`src/rtl/mem_burst_adapter.sv`:
```
// mem_burst_adapter
//   Turns the cache's burst master port into single-word accesses on a
//   non-burst memory slave.
//   - Write bursts pass through beat by beat with zero added latency; the
//     beat address is generated locally after the first beat.
//   - Read bursts are accepted immediately and re-issued as pipelined single
//     reads, with at most MAX_PENDING reads outstanding on m0.
//
// Parameters
//   MAX_PENDING  maximum m0 reads issued and not yet returned (1..15)
//
// Ports
//   clk                    clock, rising edge
//   rest                   synchronous active-low reset
//   s0_*                   burst slave port facing the cache
//                          (address, byteEnable, read, write, writeData,
//                           beginBurstTransfer, burstCount, readData,
//                           readDataValid, waitRequest)
//   m0_*                   single-word master port facing the memory
//                          (address, byteEnable, read, write, writeData,
//                           readData, readDataValid, waitRequest)
//
// Build option
//   MEM_BURST_ADAPTER_RDATA_REG_EN  when defined, s0_readData/s0_readDataValid
//   are registered from m0 (one extra cycle of return latency). When not
//   defined they are a combinational pass-through.
module mem_burst_adapter #(
  parameter int MAX_PENDING = 4
) (
  input  logic        clk,
  input  logic        rest,
  input  logic [31:0] s0_address,
  input  logic [3:0]  s0_byteEnable,
  input  logic        s0_read,
  input  logic        s0_write,
  input  logic [31:0] s0_writeData,
  input  logic        s0_beginBurstTransfer,
  input  logic [7:0]  s0_burstCount,
  output logic [31:0] s0_readData,
  output logic        s0_readDataValid,
  output logic        s0_waitRequest,
  output logic [31:0] m0_address,
  output logic [3:0]  m0_byteEnable,
  output logic        m0_read,
  output logic        m0_write,
  output logic [31:0] m0_writeData,
  input  logic [31:0] m0_readData,
  input  logic        m0_readDataValid,
  input  logic        m0_waitRequest
);

  typedef enum logic [1:0] {IDLE, RD_BURST, WR_BURST} state_t;

  localparam logic [3:0] MAX_P = 4'(MAX_PENDING);

  state_t      state_q, state_d;
  logic [31:0] addr_q, addr_d;
  logic [7:0]  remain_q, remain_d;
  logic [3:0]  pending_q, pending_d;
  logic [3:0]  be_q, be_d;
  logic        m0_read_q, m0_read_d;

  logic [7:0]  count;
  logic        rd_accept;
  logic        rd_return;
  logic        wr_accept;
  logic        rd_exit;

  // The first-beat marker carries no information the adapter needs.
  logic unused_ok;
  assign unused_ok = &{1'b0, s0_beginBurstTransfer};

  // A burst count of zero is handled as a single beat.
  assign count     = (s0_burstCount == 8'd0) ? 8'd1 : s0_burstCount;
  assign rd_accept = (state_q == RD_BURST) && m0_read_q && !m0_waitRequest;
  // Returns with nothing outstanding (e.g. late words after a reset) are dropped.
  assign rd_return = m0_readDataValid && (pending_q != 4'd0);
  assign wr_accept = s0_write && !m0_waitRequest;

`ifdef MEM_BURST_ADAPTER_RDATA_REG_EN
  logic [31:0] s0_rdata_q;
  logic        s0_rdv_q;

  // Leave only once the registered copy of the last word has been shown.
  assign rd_exit = (remain_q == 8'd0) && (pending_q == 4'd0);

  always_ff @(posedge clk) begin
    if (!rest) begin
      s0_rdata_q <= '0;
      s0_rdv_q   <= 1'b0;
    end else begin
      s0_rdv_q <= rd_return;
      if (rd_return) begin
        s0_rdata_q <= m0_readData;
      end
    end
  end

  assign s0_readData      = rest ? s0_rdata_q : '0;
  assign s0_readDataValid = rest && s0_rdv_q;
`else
  assign rd_exit = (remain_d == 8'd0) && (pending_d == 4'd0);

  assign s0_readData      = rest ? m0_readData : '0;
  assign s0_readDataValid = rest && rd_return;
`endif

  always_comb begin
    state_d   = state_q;
    addr_d    = addr_q;
    remain_d  = remain_q;
    pending_d = pending_q;
    be_d      = be_q;
    m0_read_d = 1'b0;
    case (state_q)
      IDLE: begin
        if (s0_write) begin
          // First beat goes straight through; only multi-beat bursts need state.
          if (!m0_waitRequest && (count > 8'd1)) begin
            addr_d   = s0_address + 32'd4;
            remain_d = count - 8'd1;
            state_d  = WR_BURST;
          end
        end else if (s0_read) begin
          addr_d    = s0_address;
          be_d      = s0_byteEnable;
          remain_d  = count;
          pending_d = 4'd0;
          m0_read_d = 1'b1;
          state_d   = RD_BURST;
        end
      end
      WR_BURST: begin
        if (wr_accept) begin
          addr_d   = addr_q + 32'd4;
          remain_d = remain_q - 8'd1;
          if (remain_q == 8'd1) begin
            state_d = IDLE;
          end
        end
      end
      RD_BURST: begin
        if (rd_accept) begin
          addr_d   = addr_q + 32'd4;
          remain_d = remain_q - 8'd1;
        end
        pending_d = pending_q + 4'(rd_accept) - 4'(rd_return);
        if (rd_exit) begin
          state_d = IDLE;
        end else begin
          // Throttle on the post-edge outstanding count so the limit is never exceeded.
          m0_read_d = (remain_d != 8'd0) && (pending_d < MAX_P);
        end
      end
      default: state_d = IDLE;
    endcase
  end

  always_ff @(posedge clk) begin
    if (!rest) begin
      state_q   <= IDLE;
      addr_q    <= '0;
      remain_q  <= '0;
      pending_q <= '0;
      be_q      <= '0;
      m0_read_q <= 1'b0;
    end else begin
      state_q   <= state_d;
      addr_q    <= addr_d;
      remain_q  <= remain_d;
      pending_q <= pending_d;
      be_q      <= be_d;
      m0_read_q <= m0_read_d;
    end
  end

  // Write path is combinational (zero latency); read path drives registered values.
  always_comb begin
    s0_waitRequest = 1'b1;
    m0_address     = '0;
    m0_byteEnable  = '0;
    m0_read        = 1'b0;
    m0_write       = 1'b0;
    m0_writeData   = s0_writeData;
    if (rest) begin
      case (state_q)
        IDLE: begin
          m0_address     = s0_address;
          m0_byteEnable  = s0_byteEnable;
          m0_write       = s0_write;
          s0_waitRequest = s0_write ? m0_waitRequest : 1'b0;
        end
        WR_BURST: begin
          m0_address     = addr_q;
          m0_byteEnable  = s0_byteEnable;
          m0_write       = s0_write;
          s0_waitRequest = m0_waitRequest;
        end
        RD_BURST: begin
          m0_address     = addr_q;
          m0_byteEnable  = be_q;
          m0_read        = m0_read_q;
          s0_waitRequest = 1'b1;
        end
        default: ;
      endcase
    end
  end

endmodule

```
`config.mk`:
```
export PLATFORM = sky130hd
export DESIGN_NAME = mem_burst_adapter
export DESIGN_NICKNAME = d
export VERILOG_FILES = /design/src/rtl/mem_burst_adapter.sv
export SDC_FILE = /design/constraint.sdc
export NUM_CORES = 1
export LEC_CHECK = 0
export ABC_CLOCK_PERIOD_IN_PS = 6650
export CORE_AREA = 2 2 110 112
export DETAILED_ROUTE_END_ITERATION = 8
export DIE_AREA = 0 0 112 114
export PLACE_DENSITY = 0.92
export SYNTH_ARGS = -nofsm -noshare
export SYNTH_HDL_FRONTEND = slang
export SYNTH_SLANG_ARGS = --single-unit
```
`constraint.sdc`:
```
create_clock -name clk -period 6.65 [get_ports clk]
set_clock_uncertainty 0.15 [all_clocks]
set_input_delay 0.665 -clock clk [delete_from_list [all_inputs] [get_ports clk]]
set_output_delay 0.665 -clock clk [all_outputs]
set_load 0.02 [all_outputs]
```
==> out/results.tsv <==
stage	metric	value	unit
place	post-placement cell area	6690	sq um
global_routing	first-pass GRT wire length	25.4	mm
pwr	Logic pwr share	0.590	
worst_hold_path	Hold Crit Class	flip-flop to flip-flop	
sta	Tcrit/Tclk final	0.632	
synthesis	syn_area_per_cell	7.00	sq um
cts	depth of the CTS H-tree	2	
drt	Detailed Route Iter0 Violations	608	
sta	Hold Vio Cnt, Final	0	
pwr	Switch Pwr	0.948	mW
synthesis	Post-Synthesis Cells	771	
place	DP Worst Slack	2.21	ns
layout	Non-Filler Instances	999	
drt	drt pass-1 iters	5	
synthesis	Post-synth ARST share	0	
cts	hold buffers post-CTS	0	
pwr	total power	2.01	mW
drt	wire length per cell	16.0	um
layout	Final Instance Area	6870	sq um
worst_setup_path	Top delay family on crit path	compound AO/OA/AOI/OAI gates	
synthesis	synthesized flop and latch total	51	
cts	# clock sinks	51	
floorplan	Core Footprint	11700	sq um
pwr	leak pwr	2.50	nW
synthesis	Yosys top cell area share	0.189	
synthesis	largest area contributor in the netlist	dfxtp_1	
cts	clock buffer depth	2	
floorplan	Die Width	112	um
sta	setup_tns	0	ns
worst_setup_path	Worst Path Buf+Inv	2	
synthesis	main flop type after synthesis	dfxtp_1	
drt	Vias	5963	
cts	Inserted Clock Buffers	5	
pwr	PD cells	292	nW/um^2
place	gpl congestion	1.00	
synthesis	sequential-to-total area share from yosys stat	0.189	
global_routing	gr usage total	0.235	
floorplan	IO Pins	219	
place	# port buffers	153	
floorplan	die area	12800	sq um
status	outcome	complete, no violations	
place	DP Wirelength	11.5	mm
drt	DRC Markers	0	
layout	Layout area overhead	27.2	%
floorplan	Core Rows	40	
drt	Via density	5.97	
sta	Peak Freq	0.238	GHz
layout	share of cells above drive strength 1	0.0505	
flow_run	MaxCap Viol Count	0	
synthesis	number of synthesized flops with an enable pin	0	
sta	Setup violations, final	0	
worst_setup_path	Critical Path Sink Type	flip-flop	
layout	nets	982	
sta	RSZ-0062 raised after global routing	false	
synthesis	Cell variety after synth	78	
cts	clock-pin transition on the worst setup and hold timing paths	0.07	ns
sta	Max-slew headroom	0.389	
drt	Total Wirelength	16.0	mm
drt	Final ANT Viol Nets	0	
global_routing	vias in the first global route	5379	
cts	postcts setup bufs	0	
worst_setup_path	critical path type	primary input to flip-flop	
worst_setup_path	worst path cell trace	clkdlybuf4s50_1 > nor4_4 > a21oi_1 > ha_1 > o211ai_4 > o211ai_1 > a21oi_2 > buf_4 > o21a_1 > o22ai_1 > and2_1	
synthesis	Mapped Nets	902	
pwr	Max VDD drop	0.000259	V
global_routing	initial antenna violation count	0	
floorplan	Die Y	114	um
pwr	Sw Share	0.472	
synthesis	synth top area cells	dfxtp_1 (19%), a22oi_1 (6.3%), nand2_1 (5.9%), and2_1 (5.0%), nor2_1 (4.6%)	
floorplan	Starting Density	0.461	
global_routing	GRT overflow	0	
synthesis	Cell Area, Synth	5400	sq um
pwr	Clock Power Share	0.152	
layout	commonest non-fill, non-tap cell in the layout	clkdlybuf4s50_1	
sta	Final WS setup	2.45	ns
worst_setup_path	slowest cell on the critical path	a21oi_2	
synthesis	yosys warns	0	
global_routing	largest net degree at the start of global routing	90	
worst_setup_path	WP data arrival	4.23	ns
cts	CTS tree	built	
worst_setup_path	CP Launch Type	primary input	
cts	cts repair resizes	0	
worst_setup_path	delay of the slowest cell on the worst path	0.65	ns
place	Placed Instances	991	
worst_setup_path	critical path required time	6.68	ns
worst_setup_path	Max FO, Critical Path	18	
cts	Root Buffer	clkbuf_16	
pwr	Int Pwr	1.06	mW
layout	most frequent cells in the layout	clkdlybuf4s50_1 (152), nand2_1 (85), nor2_1 (66), dfxtp_1 (51), a21oi_1 (47)	
pwr	Flop pwr share	0.258	
sta	final slew viol count	0	
sta	Slew @ Worst Pin	0.917	ns
cts	Skew-Pair Late Insertion Delay	0.29	ns
sta	Tmin final	4.20	ns
layout	ANT cells	0	
-- cell usage after synthesis (9+ instances only) --
library cell	n
nand2_1	85
nor2_1	66
dfxtp_1	51
a21oi_1	48
a22oi_1	45
and2_1	43
o21ai_0	37
clkbuf_1	34
buf_4	32
nand3_1	30
inv_1	23
xnor2_1	18
nor2b_1	16
ha_1	15
nand4_1	15
xor2_1	15
buf_2	13
nor3_1	13
o22ai_1	12
a21boi_0	11
nand2b_1	11
a31oi_1	9
-- through the flow --
| stage | hold slack (ns) | util |
|---|---|---|
| global placement | 0.303 | 0.571 |
| detailed placement | 0.311 | 0.571 |
| global route | 0.337 | 0.586 |
| finish | 0.319 | 0.586 |
| floorplan | 0.291 | - |
| CTS | 0.321 | 0.586 |
-- final cells by class --
type | instances | area [sq um]
fillers | 1075 | 4840
multi-input cells | 608 | 3820
repair buffers | 159 | 1570
flip-flops and latches | 51 | 1020
well taps | 147 | 184
clock buffers | 6 | 139
inverters | 26 | 97.6
clock inverters | 2 | 35.0
-- logic make-up after synthesis --
family,Yosys count,share of synthesized area
and+or+nand+nor,339,0.337
buffers and inverters,112,0.105
adders and majority gates,16,0.0385
AOI/OAI and AO/OA,214,0.266
DFF,51,0.189
muxes,6,0.0114
xor gates and xnor gates,33,0.0535
-- power groups by stage --
stage	clock network, mW	logic [mW]	registers [mW]
finish	0.306	1.18	0.518
global route	0.319	1.30	0.531
CTS	0.311	1.17	0.512
detailed placement	0	1.17	0.519
global placement	0	1.14	0.517
floorplan	0	0.880	0.468
-- flip-flops by register name (all words and copies together) (netlist names) --
register   count
addr_q        32
be_q           4
m0_read_q      1
pending_q      4
remain_q       8
state_q        2
-- worst register-to-register path: stages, from the launching register on --
cell and delay (ns):
dfxtp_1 0.34, inv_1 0.08, ha_1 0.20, and3b_1 0.33, inv_2 0.14, ha_1 0.30
inv_1 0.04, ha_1 0.20, fa_1 0.38, xor2_1 0.20, o41ai_1 0.34, nand4_1 0.18
nor4_2 0.27, a31oi_2 0.20, mux2i_1 0.15
-- worst paths after layout --
kind	from	end	slack [ns]	cells after the start
max	s0_burstCount[4]	addr_q[26]	2.45	11
min	addr_q[1]	addr_q[1]	0.32	2
max reg2reg	state_q[1]	state_q[1]	3.04	14
min reg2reg	addr_q[1]	addr_q[1]	0.32	2
-- layer usage --
metal  global-route usage  wire length, um  vias to the layer above
met1                0.312             6900                     2748
met2                0.402             7480                      301
met5                    0                0                        -
li1                     -                -                     2888
met3               0.0372             1280                       26
met4               0.0602              301                        0
Power figures use the tool's default switching activity.
